===== src/rtl/mips_mc_pkg.sv =====
// Shared encodings for the multicycle MIPS control FSM:
// opcodes, states, ALU operations and datapath mux selects.
package mips_mc_pkg;

    typedef enum logic [3:0] {
        S_IDLE      = 4'd0,
        S_FETCH     = 4'd1,
        S_DECODE    = 4'd2,
        S_MEM_ADDR  = 4'd3,
        S_MEM_READ  = 4'd4,
        S_MEM_WB    = 4'd5,
        S_MEM_WRITE = 4'd6,
        S_EXEC_R    = 4'd7,
        S_EXEC_I    = 4'd8,
        S_ALU_WB    = 4'd9,
        S_BRANCH    = 4'd10,
        S_JUMP      = 4'd11,
        S_JAL       = 4'd12,
        S_JR        = 4'd13,
        S_TRAP      = 4'd14
    } state_t;

    localparam logic [5:0] OP_RTYPE = 6'b000000;
    localparam logic [5:0] OP_LW    = 6'b100011;
    localparam logic [5:0] OP_SW    = 6'b101011;
    localparam logic [5:0] OP_BEQ   = 6'b000100;
    localparam logic [5:0] OP_BNE   = 6'b000101;
    localparam logic [5:0] OP_J     = 6'b000010;
    localparam logic [5:0] OP_JAL   = 6'b000011;
    localparam logic [5:0] OP_ADDI  = 6'b001000;
    localparam logic [5:0] OP_ANDI  = 6'b001100;
    localparam logic [5:0] OP_ORI   = 6'b001101;
    localparam logic [5:0] OP_LUI   = 6'b001111;
    localparam logic [5:0] FUNCT_JR = 6'b001000;

    localparam logic [2:0] ALU_ADD   = 3'd0;
    localparam logic [2:0] ALU_SUB   = 3'd1;
    localparam logic [2:0] ALU_RTYPE = 3'd2;
    localparam logic [2:0] ALU_OR    = 3'd3;
    localparam logic [2:0] ALU_AND   = 3'd4;
    localparam logic [2:0] ALU_LUI   = 3'd5;

    localparam logic [1:0] DST_RT = 2'b00;
    localparam logic [1:0] DST_RD = 2'b01;
    localparam logic [1:0] DST_RA = 2'b10;

    localparam logic [1:0] WB_ALUOUT = 2'b00;
    localparam logic [1:0] WB_MDR    = 2'b01;
    localparam logic [1:0] WB_PC     = 2'b10;

    localparam logic [1:0] SRCB_B     = 2'b00;
    localparam logic [1:0] SRCB_FOUR  = 2'b01;
    localparam logic [1:0] SRCB_IMM   = 2'b10;
    localparam logic [1:0] SRCB_IMMSH = 2'b11;

    localparam logic [1:0] PCS_ALU    = 2'b00;
    localparam logic [1:0] PCS_ALUOUT = 2'b01;
    localparam logic [1:0] PCS_JUMP   = 2'b10;
    localparam logic [1:0] PCS_REG    = 2'b11;

    localparam logic [1:0] CAUSE_NONE    = 2'b00;
    localparam logic [1:0] CAUSE_ILLEGAL = 2'b01;
    localparam logic [1:0] CAUSE_TIMEOUT = 2'b10;

endpackage


===== src/rtl/mc_dispatch.sv =====
// Opcode dispatch: picks the state that follows DECODE and
// flags opcodes the datapath cannot execute.
module mc_dispatch
    import mips_mc_pkg::*;
(
    input  logic [5:0] op,
    input  logic [5:0] funct,
    output state_t     next_state,
    output logic       illegal
);

    always_comb begin
        next_state = S_TRAP;
        illegal    = 1'b0;
        case (op)
            OP_RTYPE: next_state = (funct == FUNCT_JR) ? S_JR : S_EXEC_R;
            OP_LW, OP_SW: next_state = S_MEM_ADDR;
            OP_BEQ, OP_BNE: next_state = S_BRANCH;
            OP_J: next_state = S_JUMP;
            OP_JAL: next_state = S_JAL;
            OP_ADDI, OP_ANDI, OP_ORI, OP_LUI: next_state = S_EXEC_I;
            default: illegal = 1'b1;
        endcase
    end

endmodule


===== src/rtl/multicycle_control.sv =====
// Multicycle MIPS control FSM with memory stall handling,
// timeout/illegal-opcode trap and retired-instruction counter.
module multicycle_control
    import mips_mc_pkg::*;
#(
    parameter int MEM_TIMEOUT = 16,
    parameter int CNT_W       = 32
) (
    input  logic             clk,
    input  logic             reset,
    input  logic [5:0]       op,
    input  logic [5:0]       funct,
    input  logic             zero,
    input  logic             mem_ready,
    output logic             pc_write,
    output logic             i_or_d,
    output logic             mem_read,
    output logic             mem_write,
    output logic             ir_write,
    output logic [1:0]       reg_dst,
    output logic [1:0]       mem_to_reg,
    output logic             reg_write,
    output logic             alu_src_a,
    output logic [1:0]       alu_src_b,
    output logic [2:0]       alu_op,
    output logic [1:0]       pc_source,
    output logic [3:0]       state_out,
    output logic             trap,
    output logic [1:0]       trap_cause,
    output logic [CNT_W-1:0] instr_count
);

    localparam int WAIT_W = $clog2(MEM_TIMEOUT + 2);

    state_t            state, next_state, disp_state;
    logic              disp_illegal;
    logic [WAIT_W-1:0] wait_cnt;
    logic              mem_state, stall, timeout, retire;

    mc_dispatch u_dispatch (
        .op         (op),
        .funct      (funct),
        .next_state (disp_state),
        .illegal    (disp_illegal)
    );

    assign mem_state = (state == S_FETCH) || (state == S_MEM_READ) ||
                       (state == S_MEM_WRITE);
    assign stall     = mem_state && !mem_ready;
    // Trap on the stall cycle that would bring the count to the limit
    assign timeout   = (MEM_TIMEOUT != 0) && stall &&
                       (wait_cnt == WAIT_W'(MEM_TIMEOUT - 1));
    assign retire    = (next_state == S_FETCH) && (state != S_FETCH) &&
                       (state != S_IDLE);
    assign state_out = state;

    always_comb begin
        next_state = state;
        case (state)
            S_IDLE:      next_state = S_FETCH;
            S_FETCH:     if (mem_ready) next_state = S_DECODE;
            S_DECODE:    next_state = disp_state;
            S_MEM_ADDR:  next_state = (op == OP_SW) ? S_MEM_WRITE : S_MEM_READ;
            S_MEM_READ:  if (mem_ready) next_state = S_MEM_WB;
            S_MEM_WRITE: if (mem_ready) next_state = S_FETCH;
            S_EXEC_R:    next_state = S_ALU_WB;
            S_EXEC_I:    next_state = S_ALU_WB;
            S_TRAP:      next_state = S_TRAP;
            default:     next_state = S_FETCH;
        endcase
        if (timeout)
            next_state = S_TRAP;
    end

    always_comb begin
        pc_write   = 1'b0;
        i_or_d     = 1'b0;
        mem_read   = 1'b0;
        mem_write  = 1'b0;
        ir_write   = 1'b0;
        reg_dst    = DST_RT;
        mem_to_reg = WB_ALUOUT;
        reg_write  = 1'b0;
        alu_src_a  = 1'b0;
        alu_src_b  = SRCB_B;
        alu_op     = ALU_ADD;
        pc_source  = PCS_ALU;
        case (state)
            S_FETCH: begin
                mem_read  = 1'b1;
                alu_src_b = SRCB_FOUR;
                ir_write  = mem_ready;
                pc_write  = mem_ready;
            end
            S_DECODE:   alu_src_b = SRCB_IMMSH;
            S_MEM_ADDR: begin
                alu_src_a = 1'b1;
                alu_src_b = SRCB_IMM;
            end
            S_MEM_READ: begin
                mem_read = 1'b1;
                i_or_d   = 1'b1;
            end
            S_MEM_WB: begin
                reg_write  = 1'b1;
                mem_to_reg = WB_MDR;
            end
            S_MEM_WRITE: begin
                mem_write = 1'b1;
                i_or_d    = 1'b1;
            end
            S_EXEC_R: begin
                alu_src_a = 1'b1;
                alu_op    = ALU_RTYPE;
            end
            S_EXEC_I: begin
                alu_src_a = 1'b1;
                alu_src_b = SRCB_IMM;
                case (op)
                    OP_ANDI: alu_op = ALU_AND;
                    OP_ORI:  alu_op = ALU_OR;
                    OP_LUI:  alu_op = ALU_LUI;
                    default: alu_op = ALU_ADD;
                endcase
            end
            S_ALU_WB: begin
                reg_write = 1'b1;
                reg_dst   = (op == OP_RTYPE) ? DST_RD : DST_RT;
            end
            S_BRANCH: begin
                alu_src_a = 1'b1;
                alu_op    = ALU_SUB;
                pc_source = PCS_ALUOUT;
                pc_write  = ((op == OP_BEQ) && zero) ||
                            ((op == OP_BNE) && !zero);
            end
            S_JUMP: begin
                pc_source = PCS_JUMP;
                pc_write  = 1'b1;
            end
            S_JAL: begin
                pc_source  = PCS_JUMP;
                pc_write   = 1'b1;
                reg_write  = 1'b1;
                reg_dst    = DST_RA;
                mem_to_reg = WB_PC;
            end
            S_JR: begin
                pc_source = PCS_REG;
                pc_write  = 1'b1;
            end
            default: ;
        endcase
    end

    always_ff @(posedge clk or posedge reset) begin
        if (reset) begin
            state       <= S_IDLE;
            wait_cnt    <= '0;
            trap        <= 1'b0;
            trap_cause  <= CAUSE_NONE;
            instr_count <= '0;
        end else begin
            state    <= next_state;
            wait_cnt <= stall ? wait_cnt + WAIT_W'(1) : '0;
            if (state != S_TRAP && next_state == S_TRAP) begin
                trap       <= 1'b1;
                trap_cause <= timeout ? CAUSE_TIMEOUT : CAUSE_ILLEGAL;
            end
            if (retire)
                instr_count <= instr_count + CNT_W'(1);
        end
    end

endmodule

===== config.mk =====
export PLATFORM = sky130hd
export DESIGN_NAME = multicycle_control
export DESIGN_NICKNAME = d
export VERILOG_FILES = /design/src/rtl/mips_mc_pkg.sv /design/src/rtl/mc_dispatch.sv /design/src/rtl/multicycle_control.sv
export SDC_FILE = /design/constraint.sdc
export NUM_CORES = 1
export LEC_CHECK = 0
export BUFFER_PORTS_ARGS = -buffer_cell sky130_fd_sc_hd__clkbuf_2
export CORE_MARGIN = 10
export CORE_UTILIZATION = 47
export DETAILED_ROUTE_END_ITERATION = 8
export HOLD_SLACK_MARGIN = 0.08
export PLACE_DENSITY = 0.75
export SLEW_MARGIN = 20
export SYNTH_ARGS = -nofsm -noshare
export SYNTH_HDL_FRONTEND = slang
export SYNTH_SLANG_ARGS = --single-unit

===== constraint.sdc =====
create_clock -name clk -period 2.55 [get_ports clk]
set_input_delay 0.255 -clock clk [delete_from_list [all_inputs] [get_ports clk]]
set_output_delay 0.255 -clock clk [all_outputs]
set_load 0.1 [all_outputs]

==> Yosys cells after proc, flatten, opt, wreduce, memory -nomap -nowiden <==
Cells that the tools add are included.
{ "classes": {"n_reduce_logical": 25, "mux": 24, "addsub": 2, "n_eq_ne": 30} }
{ "op_table": {"columns": ["cell", "count"], "rows": [
  ["adder 32 x 1 -> 32 bit, second input constant", 1],
  ["== test 4 bit, second input constant", 8],
  ["== test 6 x 4 -> 1 bit, second input constant", 5],
  ["one-hot mux 4 bit (7 select lines)", 1],
  ["one-hot mux 4 bit (6 select lines)", 1],
  ["two-way mux 4 bit", 5],
  ["one-hot mux 3 bit (3 select lines)", 2],
  ["== test 4 x 3 -> 1 bit, second input constant", 4],
  ["OR reduction 2 bit", 7],
  ["== test 6 x 2 -> 1 bit, second input constant", 2],
  ["== test 6 x 3 -> 1 bit, second input constant", 2],
  ["== test 6 bit, second input constant", 2],
  ["one-hot mux 2 bit (3 select lines)", 2],
  ["== test 4 x 1 -> 1 bit, second input constant", 2],
  ["== test 4 x 2 -> 1 bit, second input constant", 2],
  ["one-hot mux 2 bit (2 select lines)", 2],
  ["OR reduction 4 bit", 2],
  ["logical AND 1 bit", 7],
  ["two-way mux 1 bit", 7],
  ["zero test 6 bit", 1],
  ["OR reduction 3 bit", 2],
  ["adder 5 x 1 -> 5 bit, second input constant", 1],
  ["== test 5 x 4 -> 1 bit, second input constant", 1],
  ["two-way mux 5 bit", 1],
  ["other kinds (7)", 11]
]} }
{ "word_totals": {"word_cells": 86, "ff_bits": 44} }

==> Depth between registers and ports, before layout <==
Gate-level depths: netlist of the first run.
{ "depth": {"word_depth": 9, "depth_mapped": 11, "depth_no_buf": 9} }

==> By module <==
Synthesis of the first run repeated with hierarchy kept, for this count alone.
{ "hier_totals": {"hier_cells": 300, "hier_area_um2": 2803.9} }
{ "modules_own_cells": {"columns": ["module", "cells_per_inst", "instances", "seq_area_each_um2", "area_per_inst_um2"], "rows": [
  ["multicycle_control", 269, 1, 1101.1, 2610.0],
  ["mc_dispatch", 31, 1, 0.0, 193.9]
]} }

==> Least setup slack after synthesis of the first run <==
Ideal clock, no wire load.
{ "synth_timing": {"path_kind": "register to output", "from": "reg state[3], in the netlist state_out[3]", "to": "out alu_op[2]", "path_stages_with_launch": 7, "t_arrival_ns": 4.268, "path_slack_ns": -1.973, "cell_sequence": "dfrtp_1 clkbuf_1 clkbuf_1 nand2b_1 nor4b_1 nand3_1 nor3_1"} }
{ "synth_via": {"elab_chain_len": 2, "elab_cells_between_ends": 4} }
{ "synth_lines": {"columns": ["item", "line_no", "source"], "rows": [
  ["start: declaration", "multicycle_control.sv:35", "state_t state, next_state, disp_state;"],
  ["start signal: assignment", "multicycle_control.sv:164", "state <= next_state;"],
  ["== test 4 bit / == test 4 x 3 -> 1 bit (equally long branches)", "multicycle_control.sv:88", "case (state)"],
  ["one-hot mux 3 bit (3 select lines) (*)", "multicycle_control.sv:88", null],
  ["end: declaration", "multicycle_control.sv:25", "output logic [2:0] alu_op,"]
]} }
Every way passes the cells marked *; elsewhere a longest branch is shown, timed or not.

==> Final worst setup path of the first run <==
{ "layout_timing": {"from": "reg state[2], in the netlist state_out[2]", "to": "out alu_op[1]"} }
Same word-level chain as after synthesis.

==> flow_metrics.env, run 1 <==
export IMPL_num_vias=2676
export IMPL_synth_sequential_area_ratio=0.3796
export IMPL_multiInputGateArea_um2=1826
export IMPL_drt_pass1_iterations=4
export IMPL_grt_overflow=0
export IMPL_placeableCoreArea_um2=5956
export IMPL_placed_area_um2=3613
export IMPL_ys_top_cells_by_area="sky130_fd_sc_hd__dfrtp_1 38%, sky130_fd_sc_hd__xnor2_1 10%, sky130_fd_sc_hd__and3_1 5.6%, sky130_fd_sc_hd__nand4_2 4.3%, sky130_fd_sc_hd__nand4_1 4.1%"
export IMPL_timing_slew_headroom=0.5716
export IMPL_maximum_root_to_sink_buffer_count=2
export IMPL_floorplan_initialDensity=0.4870
export IMPL_wl_met2_um=3905
export IMPL_placement_io_buffers=72
export IMPL_finalSetupViolations=0
export IMPL_clk_latency_ns=0.30
export IMPL_cp_start_kind="flip-flop"
export IMPL_grt_max_degree=28
export IMPL_worst_clock_skew_ns=0.008292
export IMPL_asyncSetResetFlopFracSynth=1.000
export IMPL_ctsHtreeMaxLevel=2
export IMPL_crit_buf_inv=3
export IMPL_io_pins=73
export IMPL_place_detailed_instances=446
export IMPL_number_of_nets_with_antenna_violations_after_detailed_routing=0
export IMPL_area_delta_synth_final_pct=32.87
export IMPL_hold_viol_final=0
export IMPL_critical_path_max_fanout=11
export IMPL_floorplan_die_width_um=98.56
export IMPL_run_status="complete, no violations"
export IMPL_criticalPathCategory="reg2out"
export IMPL_number_of_standard_cells_in_the_layout_taps_in_and_fillers_out=463
export IMPL_nFillCells=494
export IMPL_worstMarginPinSlew_ns=0.6387
export IMPL_crit_path_max_delay_family="simple AND/OR/NAND/NOR gates"
export IMPL_post_route_drc_count=0
export IMPL_met3WireLength_um=404
export IMPL_yosysWarnings=0
export IMPL_cp_slowest_stage_delay_ns=0.54
export IMPL_synth_net_count=320
export IMPL_gp_congestion=0.8109
export IMPL_area_share_of_the_largest_cell_type_after_synthesis=0.3796
export IMPL_net_switching_power_mw=2.647
export IMPL_comb_power_share=0.675
export IMPL_detail_route_vias_per_cell=5.780
export IMPL_synth_ff_latch_count=44
export IMPL_crit_slowest_cell="sky130_fd_sc_hd__dfrtp_4"
export IMPL_layout_area_seq_um2=1116
export IMPL_wl_um=7607
export IMPL_final_setup_tns_ns=0
export IMPL_fmaxAchievable_mhz=414.7
export IMPL_drt_wirelength_per_cell_um=16.43
export IMPL_antenna_cells=0
export IMPL_groute_usage_overall=0.1519
export IMPL_dieArea_um2=9713
export IMPL_power_share_switching=0.5686
export IMPL_hold_path_class="reg2reg"
export IMPL_cts_tree="yes"
export IMPL_detailed_place_hpwl_um=5659
export IMPL_share_clk_of_total_power=0.118
export IMPL_arrival_ns=2.16
export IMPL_number_of_cells_produced_by_synthesis=301
export IMPL_cts_sinks=44
export IMPL_root_buffer="sky130_fd_sc_hd__clkbuf_8"
export IMPL_most_common_cell_on_crit_path="sky130_fd_sc_hd__buf_4"
export IMPL_ys_types=53
export IMPL_whs_ns=0.4696
export IMPL_final_design_area_no_fill_um2=3854
export IMPL_timing_critical_path_cells="buf_4 -> nand2b_4 -> nor4b_4 -> nand4_1 -> buf_4 -> o21ai_4 -> buf_12"
export IMPL_final_nets=406
export IMPL_wl_met1_um=3245
export IMPL_first_global_vias=2743
export IMPL_dominant_synthesized_flop_cell="sky130_fd_sc_hd__dfrtp_1"
export IMPL_rows=28
export IMPL_min_period_ns=2.412
export IMPL_power_density_nw_per_um2=1208
export IMPL_antenna_found_initial=0
export IMPL_die_height_um=98.56
export IMPL_postSynthAreaPerCell_um2=9.635
export IMPL_grt_first_pass_wirelength_um=12850
export IMPL_static_leakage_power_nw=1.924
export IMPL_post_synth_top_area_cell="sky130_fd_sc_hd__dfrtp_1"
export IMPL_timing_final_max_slew_violations=0
export IMPL_worst_endpoint_required_ns=2.30
export IMPL_max_vdd_ir_drop_uv=1067
export IMPL_final_layout_size_suffix_gt1_frac=0.3943
export IMPL_timing_final_crit_share=0.9457
export IMPL_setup_repair_after_global_routing_missed_its_margin="no"
export IMPL_route_top_layer_used="met4"
export IMPL_power_internal_mw=2.009
export IMPL_synth_edf_count=0
export IMPL_mostFrequentLayoutCells="67 x sky130_fd_sc_hd__clkbuf_2, 40 x sky130_fd_sc_hd__dfrtp_1, 34 x sky130_fd_sc_hd__xnor2_1"
export IMPL_reg_power_frac=0.207
export IMPL_clk_transition_reported_paths_ns=0.09
export IMPL_worstSetupEndpointType="output pin"
export IMPL_most_frequent_standard_cell_in_the_layout_excluding_fill_and_tap_cells="sky130_fd_sc_hd__clkbuf_2"
export IMPL_cts_inserted_buffers=5
export IMPL_detailedRoute_firstIterationViolations=128
export IMPL_mappedNetlistArea_um2=2900
export IMPL_drv_max_cap_violation_count=0
## Yosys cell counts (9+ instances only)
cell type                  count
sky130_fd_sc_hd__xnor2_1      34
sky130_fd_sc_hd__nand4_2      10
sky130_fd_sc_hd__and3_1       26
sky130_fd_sc_hd__and4_1       10
sky130_fd_sc_hd__a21oi_1      10
sky130_fd_sc_hd__nand2_1      12
sky130_fd_sc_hd__dfrtp_1      44
sky130_fd_sc_hd__clkbuf_1      9
sky130_fd_sc_hd__nand3_1      11
sky130_fd_sc_hd__nand4_1      19
sky130_fd_sc_hd__nor2b_1      10
sky130_fd_sc_hd__nor3_1       10
sky130_fd_sc_hd__nor2_1       16
## path summary, 6_finish.rpt
path | startpoint | end | slack [ns] | cells past startpoint
worst max-delay path | state_out[2]$_DFF_PP0_ | alu_op[1] | 0.14 | 7
worst min-delay path | wait_cnt[0]$_DFF_PP0_ | wait_cnt[0]$_DFF_PP0_ | 0.47 | 1
worst max register to register | wait_cnt[0]$_DFF_PP0_ | instr_count[1]$_DFFE_PP0P_ | 0.15 | 10
worst min register to register | wait_cnt[0]$_DFF_PP0_ | wait_cnt[0]$_DFF_PP0_ | 0.47 | 1
max in group asynchronous | reset | state_out[2]$_DFF_PP0_ | 1.33 | 4
min in group asynchronous | reset | trap$_DFFE_PP0P_ | 0.48 | 3
## timing repair
item                                    CTS  global route
pin swaps                                 2             1
resized for setup                         0             7
endpoints found under the setup margin    2            15
hold buffers                              1             0
buffers inserted                          1             6
endpoints found under the hold margin    17             0
cloned                                    0             1
## metal layers
metal,GRT usage,vias up
li1,-,1277
met1,0.1814,1312
met2,0.2632,80
met3,0.03841,7
met4,0.04190,0
met5,0,-
## metrics by stage
stage | utilization | setup slack (ns) | total power [mW]
finish | 0.6471 | 0.1384 | 4.655
global route | 0.6471 | 0.002995 | 4.881
CTS | 0.6290 | 0.006190 | 4.486
detailed placement | 0.6067 | 0.1261 | 3.925
global placement | 0.6067 | 0.1718 | 3.898
floorplan | - | -0.1239 | 3.386
## area by class of cell
class,count,area share
inverter,7,0.006818
tap,75,0.02435
clock buffer,5,0.01786
sequential,44,0.2896
timing repair buffer,100,0.1756
multi-input combinational,229,0.4737
clock inverter,3,0.01201
## registers in the layout, indices dropped and copies added, names as in the netlist
signal / flops
instr_count: 32
state_out: 4
trap: 1
trap_cause: 2
wait_cnt: 5
## power by group through the flow
stage               Combinational, mW  Sequential (mW)  Clock, mW
detailed placement               2.94            0.983          0
global placement                 2.92            0.979          0
floorplan                        1.92             1.46          0
CTS                              2.96            0.970      0.560
global route                     3.30            0.990      0.587
finish                           3.14            0.965      0.550
## worst reg2reg max path: stages (launching register included)
cell	delay (ns)
sky130_fd_sc_hd__dfrtp_1	0.38
sky130_fd_sc_hd__ha_1	0.19
sky130_fd_sc_hd__and3_1	0.17
sky130_fd_sc_hd__ha_1	0.19
sky130_fd_sc_hd__nor2b_4	0.17
sky130_fd_sc_hd__a21oi_1	0.07
sky130_fd_sc_hd__a311o_1	0.32
sky130_fd_sc_hd__and3_2	0.23
sky130_fd_sc_hd__buf_12	0.16
sky130_fd_sc_hd__nand3_2	0.09
sky130_fd_sc_hd__mux2_1	0.32
## kinds of logic after synthesis
kind of cell	after synthesis	synth area share
buffers and inverters	28	0.05091
AO/OA/AOI/OAI	34	0.09275
adder cells (fa/ha/maj)	3	0.01294
XOR/XNOR	36	0.1087
AND/OR/NAND/NOR	154	0.3477
flip-flops	44	0.3796
multiplexers	2	0.007334
Note: power is estimated with default switching activity, not from simulation.
==> run 2, diff against run 1 <==
--- a/config.mk
+++ b/config.mk
@@ -5,12 +5,13 @@
 export SDC_FILE = /design/constraint.sdc
 export NUM_CORES = 1
 export LEC_CHECK = 0
+export ABC_AREA = 1
 export BUFFER_PORTS_ARGS = -buffer_cell sky130_fd_sc_hd__clkbuf_2
 export CORE_MARGIN = 10
 export CORE_UTILIZATION = 47
 export DETAILED_ROUTE_END_ITERATION = 8
 export HOLD_SLACK_MARGIN = 0.08
-export PLACE_DENSITY = 0.75
+export PLACE_DENSITY = 0.74
 export SLEW_MARGIN = 20
 export SYNTH_ARGS = -nofsm -noshare
 export SYNTH_HDL_FRONTEND = slang
==> flow_metrics.env, run 2 <==
export IMPL_r2r_setup_slack_ns=0.30
export IMPL_critical_path_reg2reg_endpoint="instr_count[12]$_DFFE_PP0P_"
export IMPL_crit_slowest_cell="sky130_fd_sc_hd__clkbuf_2"
export IMPL_first_global_vias=2976
export IMPL_min_period_ns=2.305
export IMPL_grt_first_pass_wirelength_um=14260
export IMPL_detailedRoute_firstIterationViolations=319
export IMPL_grt_overflow=0
export IMPL_worst_clock_skew_ns=0.01130
export IMPL_groute_usage_overall=0.1648
export IMPL_most_frequent_standard_cell_in_the_layout_excluding_fill_and_tap_cells="sky130_fd_sc_hd__nand2_1"
export IMPL_number_of_cells_produced_by_synthesis=458
export IMPL_cp_slowest_stage_delay_ns=0.48
export IMPL_area_delta_synth_final_pct=19.07
export IMPL_setup_repair_after_global_routing_missed_its_margin="no"
export IMPL_hp_start="mem_ready"
export IMPL_post_synth_top_area_cell="sky130_fd_sc_hd__dfrtp_1"
export IMPL_gp_congestion=0.9585
export IMPL_timing_final_crit_share=0.9039
export IMPL_synth_most_common_cell="sky130_fd_sc_hd__nand2_1"
export IMPL_drt_wirelength_per_cell_um=13.84
export IMPL_clk_transition_reported_paths_ns=0.09
export IMPL_critical_path_max_fanout=5
export IMPL_synth_edf_count=0
export IMPL_mostFrequentLayoutCells="147 x sky130_fd_sc_hd__nand2_1, 72 x sky130_fd_sc_hd__clkbuf_2, 54 x sky130_fd_sc_hd__nand3_1"
export IMPL_maximum_root_to_sink_buffer_count=2
export IMPL_crit_buf_inv=2
export IMPL_ctsHtreeMaxLevel=2
export IMPL_static_leakage_power_nw=2.025
export IMPL_number_of_standard_cells_in_the_layout_taps_in_and_fillers_out=607
export IMPL_final_setup_tns_ns=0
export IMPL_mappedNetlistArea_um2=3156
export IMPL_detail_route_vias_per_cell=5.242
export IMPL_yosysWarnings=0
export IMPL_netlist_top_cells_count="148 x sky130_fd_sc_hd__nand2_1, 54 x sky130_fd_sc_hd__nand3_1, 52 x sky130_fd_sc_hd__nor2_1"
export IMPL_synth_net_count=477
export IMPL_drv_max_cap_violation_count=0
export IMPL_largest_reg_flops=32
export IMPL_timing_critical_path_cells="inv_1 -> nor2_4 -> nand3_1 -> o31ai_4 -> clkbuf_2"
export IMPL_final_layout_size_suffix_gt1_frac=0.2396
export IMPL_synth_ff_latch_count=44
export IMPL_wl_um=8400
export IMPL_regToRegStartpoint="state_out[1]$_DFF_PP0_"
export IMPL_whs_ns=0.2657
export IMPL_rows=29
export IMPL_detailed_place_hpwl_um=6842
export IMPL_reg_power_frac=0.233
export IMPL_dominant_synthesized_flop_cell="sky130_fd_sc_hd__dfrtp_1"
export IMPL_place_detailed_instances=598
export IMPL_floorplan_initialDensity=0.4913
export IMPL_cp_start_kind="flip-flop"
export IMPL_antenna_cells=0
export IMPL_worst_hold_path_endpoint="wait_cnt[2]$_DFF_PP0_"
export IMPL_arrival_ns=2.05
export IMPL_placeableCoreArea_um2=6422
export IMPL_post_route_drc_count=0
export IMPL_power_density_nw_per_um2=1043
export IMPL_grt_max_degree=33
export IMPL_io_pins=73
export IMPL_root_buffer="sky130_fd_sc_hd__clkbuf_8"
export IMPL_cts_tree="yes"
export IMPL_antenna_found_initial=0
export IMPL_finalCoreUtilization=0.5850
export IMPL_run_status="complete, no violations"
export IMPL_power_internal_mw=1.421
export IMPL_post_cts_setup_buffer_count=0
export IMPL_worstMarginPinSlew_ns=0.6359
export IMPL_finalSetupViolations=0
export IMPL_die_height_um=101.9
export IMPL_min_path_cells=4
export IMPL_timing_final_max_slew_violations=0
export IMPL_net_switching_power_mw=2.497
export IMPL_num_vias=3182
export IMPL_asyncSetResetFlopFracSynth=1.000
export IMPL_hold_viol_final=0
export IMPL_placement_io_buffers=72
export IMPL_area_share_of_the_largest_cell_type_after_synthesis=0.3489
export IMPL_crit_path_max_delay_family="buffers and inverters"
export IMPL_final_nets=548
export IMPL_comb_power_share=0.658
export IMPL_max_vdd_ir_drop_uv=716.1
export IMPL_floorplan_die_width_um=101.9
export IMPL_timing_slew_headroom=0.5754
export IMPL_worst_endpoint_required_ns=2.30
export IMPL_worstSetupEndpointType="output pin"
export IMPL_hold_path_class="in2reg"
export IMPL_postSynthAreaPerCell_um2=6.890
export IMPL_drt_pass1_iterations=5
export IMPL_power_share_switching=0.6373
export IMPL_clk_latency_ns=0.30
export IMPL_cts_inserted_buffers=5
export IMPL_ys_top_cells_by_area="sky130_fd_sc_hd__dfrtp_1 35%, sky130_fd_sc_hd__nand2_1 18%, sky130_fd_sc_hd__nand3_1 8.6%, sky130_fd_sc_hd__nor2_1 6.2%, sky130_fd_sc_hd__xor2_1 5.8%"
export IMPL_ys_types=31
export IMPL_dieArea_um2=10390
export IMPL_cts_sinks=44
export IMPL_synth_sequential_area_ratio=0.3489
export IMPL_number_of_nets_with_antenna_violations_after_detailed_routing=0
export IMPL_fmaxAchievable_mhz=433.9
export IMPL_criticalPathCategory="reg2out"
export IMPL_top_register="instr_count"
export IMPL_share_clk_of_total_power=0.109
export IMPL_ff2ff_path_depth=12
export IMPL_nFillCells=643
## run 2: cell types whose count changed after synthesis, sizes merged, moves of 6 or more
cell / before / now
nor2: 16 / 60
nor4: 2 / 8
clkbuf: 9 / 3
nand3: 12 / 56
and3: 26 / 0
nand2b: 7 / 0
a21oi: 11 / 2
and4: 10 / 0
inv: 7 / 48
xnor2: 34 / 9
nor2b: 10 / 0
nand4: 29 / 15
xor2: 2 / 21
nand2: 12 / 155
## run 2: tightest hold or removal path: stages
cell	delay, ns
sky130_fd_sc_hd__clkbuf_2	0.12
sky130_fd_sc_hd__a21oi_2	0.06
sky130_fd_sc_hd__nand2_1	0.06
sky130_fd_sc_hd__nor2_1	0.04
## run 2: how the worst max path moves through the flow
stage / startpoint / to / slack [ns] / cells after the start
after floorplan: state_out[3]$_DFF_PP0_ / pc_write / 0.08 / 4
after global placement: state_out[1]$_DFF_PP0_ / instr_count[28]$_DFFE_PP0P_ / 0.39 / 12
after detailed placement: state_out[1]$_DFF_PP0_ / instr_count[29]$_DFFE_PP0P_ / 0.33 / 12
after CTS: state_out[3]$_DFF_PP0_ / pc_write / 0.24 / 5
after global routing: state_out[1]$_DFF_PP0_ / instr_count[23]$_DFFE_PP0P_ / 0.1 / 12
final: state_out[3]$_DFF_PP0_ / pc_write / 0.25 / 5
## run 2: repair_timing
| action | CTS | global route |
|---|---|---|
| hold buffers | 0 | 1 |
| endpoints found under the hold margin | 0 | 22 |
| resized for setup | 0 | 0 |
## run 2: per-stage QoR
stage | worst slack [ns] | instance area, µm² | power (mW)
floorplan | 0.08049 | 3267 | 3.223
global placement | 0.3863 | 3662 | 3.482
detailed placement | 0.3289 | 3662 | 3.508
CTS | 0.2400 | 3747 | 3.937
global route | 0.09586 | 3757 | 4.150
finish | 0.2452 | 3757 | 3.918
## run 2: logic make-up after synthesis
group                    after synthesis  share of synthesized area
XOR/XNOR                              30                    0.08327
AND/OR/NAND/NOR                      310                     0.4492
adder cells (fa/ha/maj)                3                    0.01190
AO/OA/AOI/OAI                         10                    0.02062
buffers and inverters                 61                    0.08604
flip-flops                            44                     0.3489
## run 2: power groups by stage
stage	Combinational, mW	Sequential [mW]	Clock (mW)
2_1_floorplan	1.86	1.36	0
3_3_place_gp	2.56	0.923	0
3_5_place_dp	2.58	0.927	0
4_1_cts	2.58	0.912	0.440
5_1_grt	2.75	0.930	0.467
6_report	2.58	0.914	0.428
## run 2: metal layers
metal / share of wire / GRT usage
met1: 0.48 / 0.2253
met2: 0.44 / 0.2584
met5: 0 / 0
met4: 0.010 / 0.03796
met3: 0.069 / 0.03779
## run 2: final cells by class
class	instances	area, µm²	share of cell area
clock buffers	6	72.57	0.01931
clock inverters	2	12.51	0.003330
inverters	48	183.9	0.04895
multi-input cells	353	1886	0.5018
flip-flops and latches	44	1106	0.2944
well taps	77	96.34	0.02564
repair buffers	77	400.4	0.1066
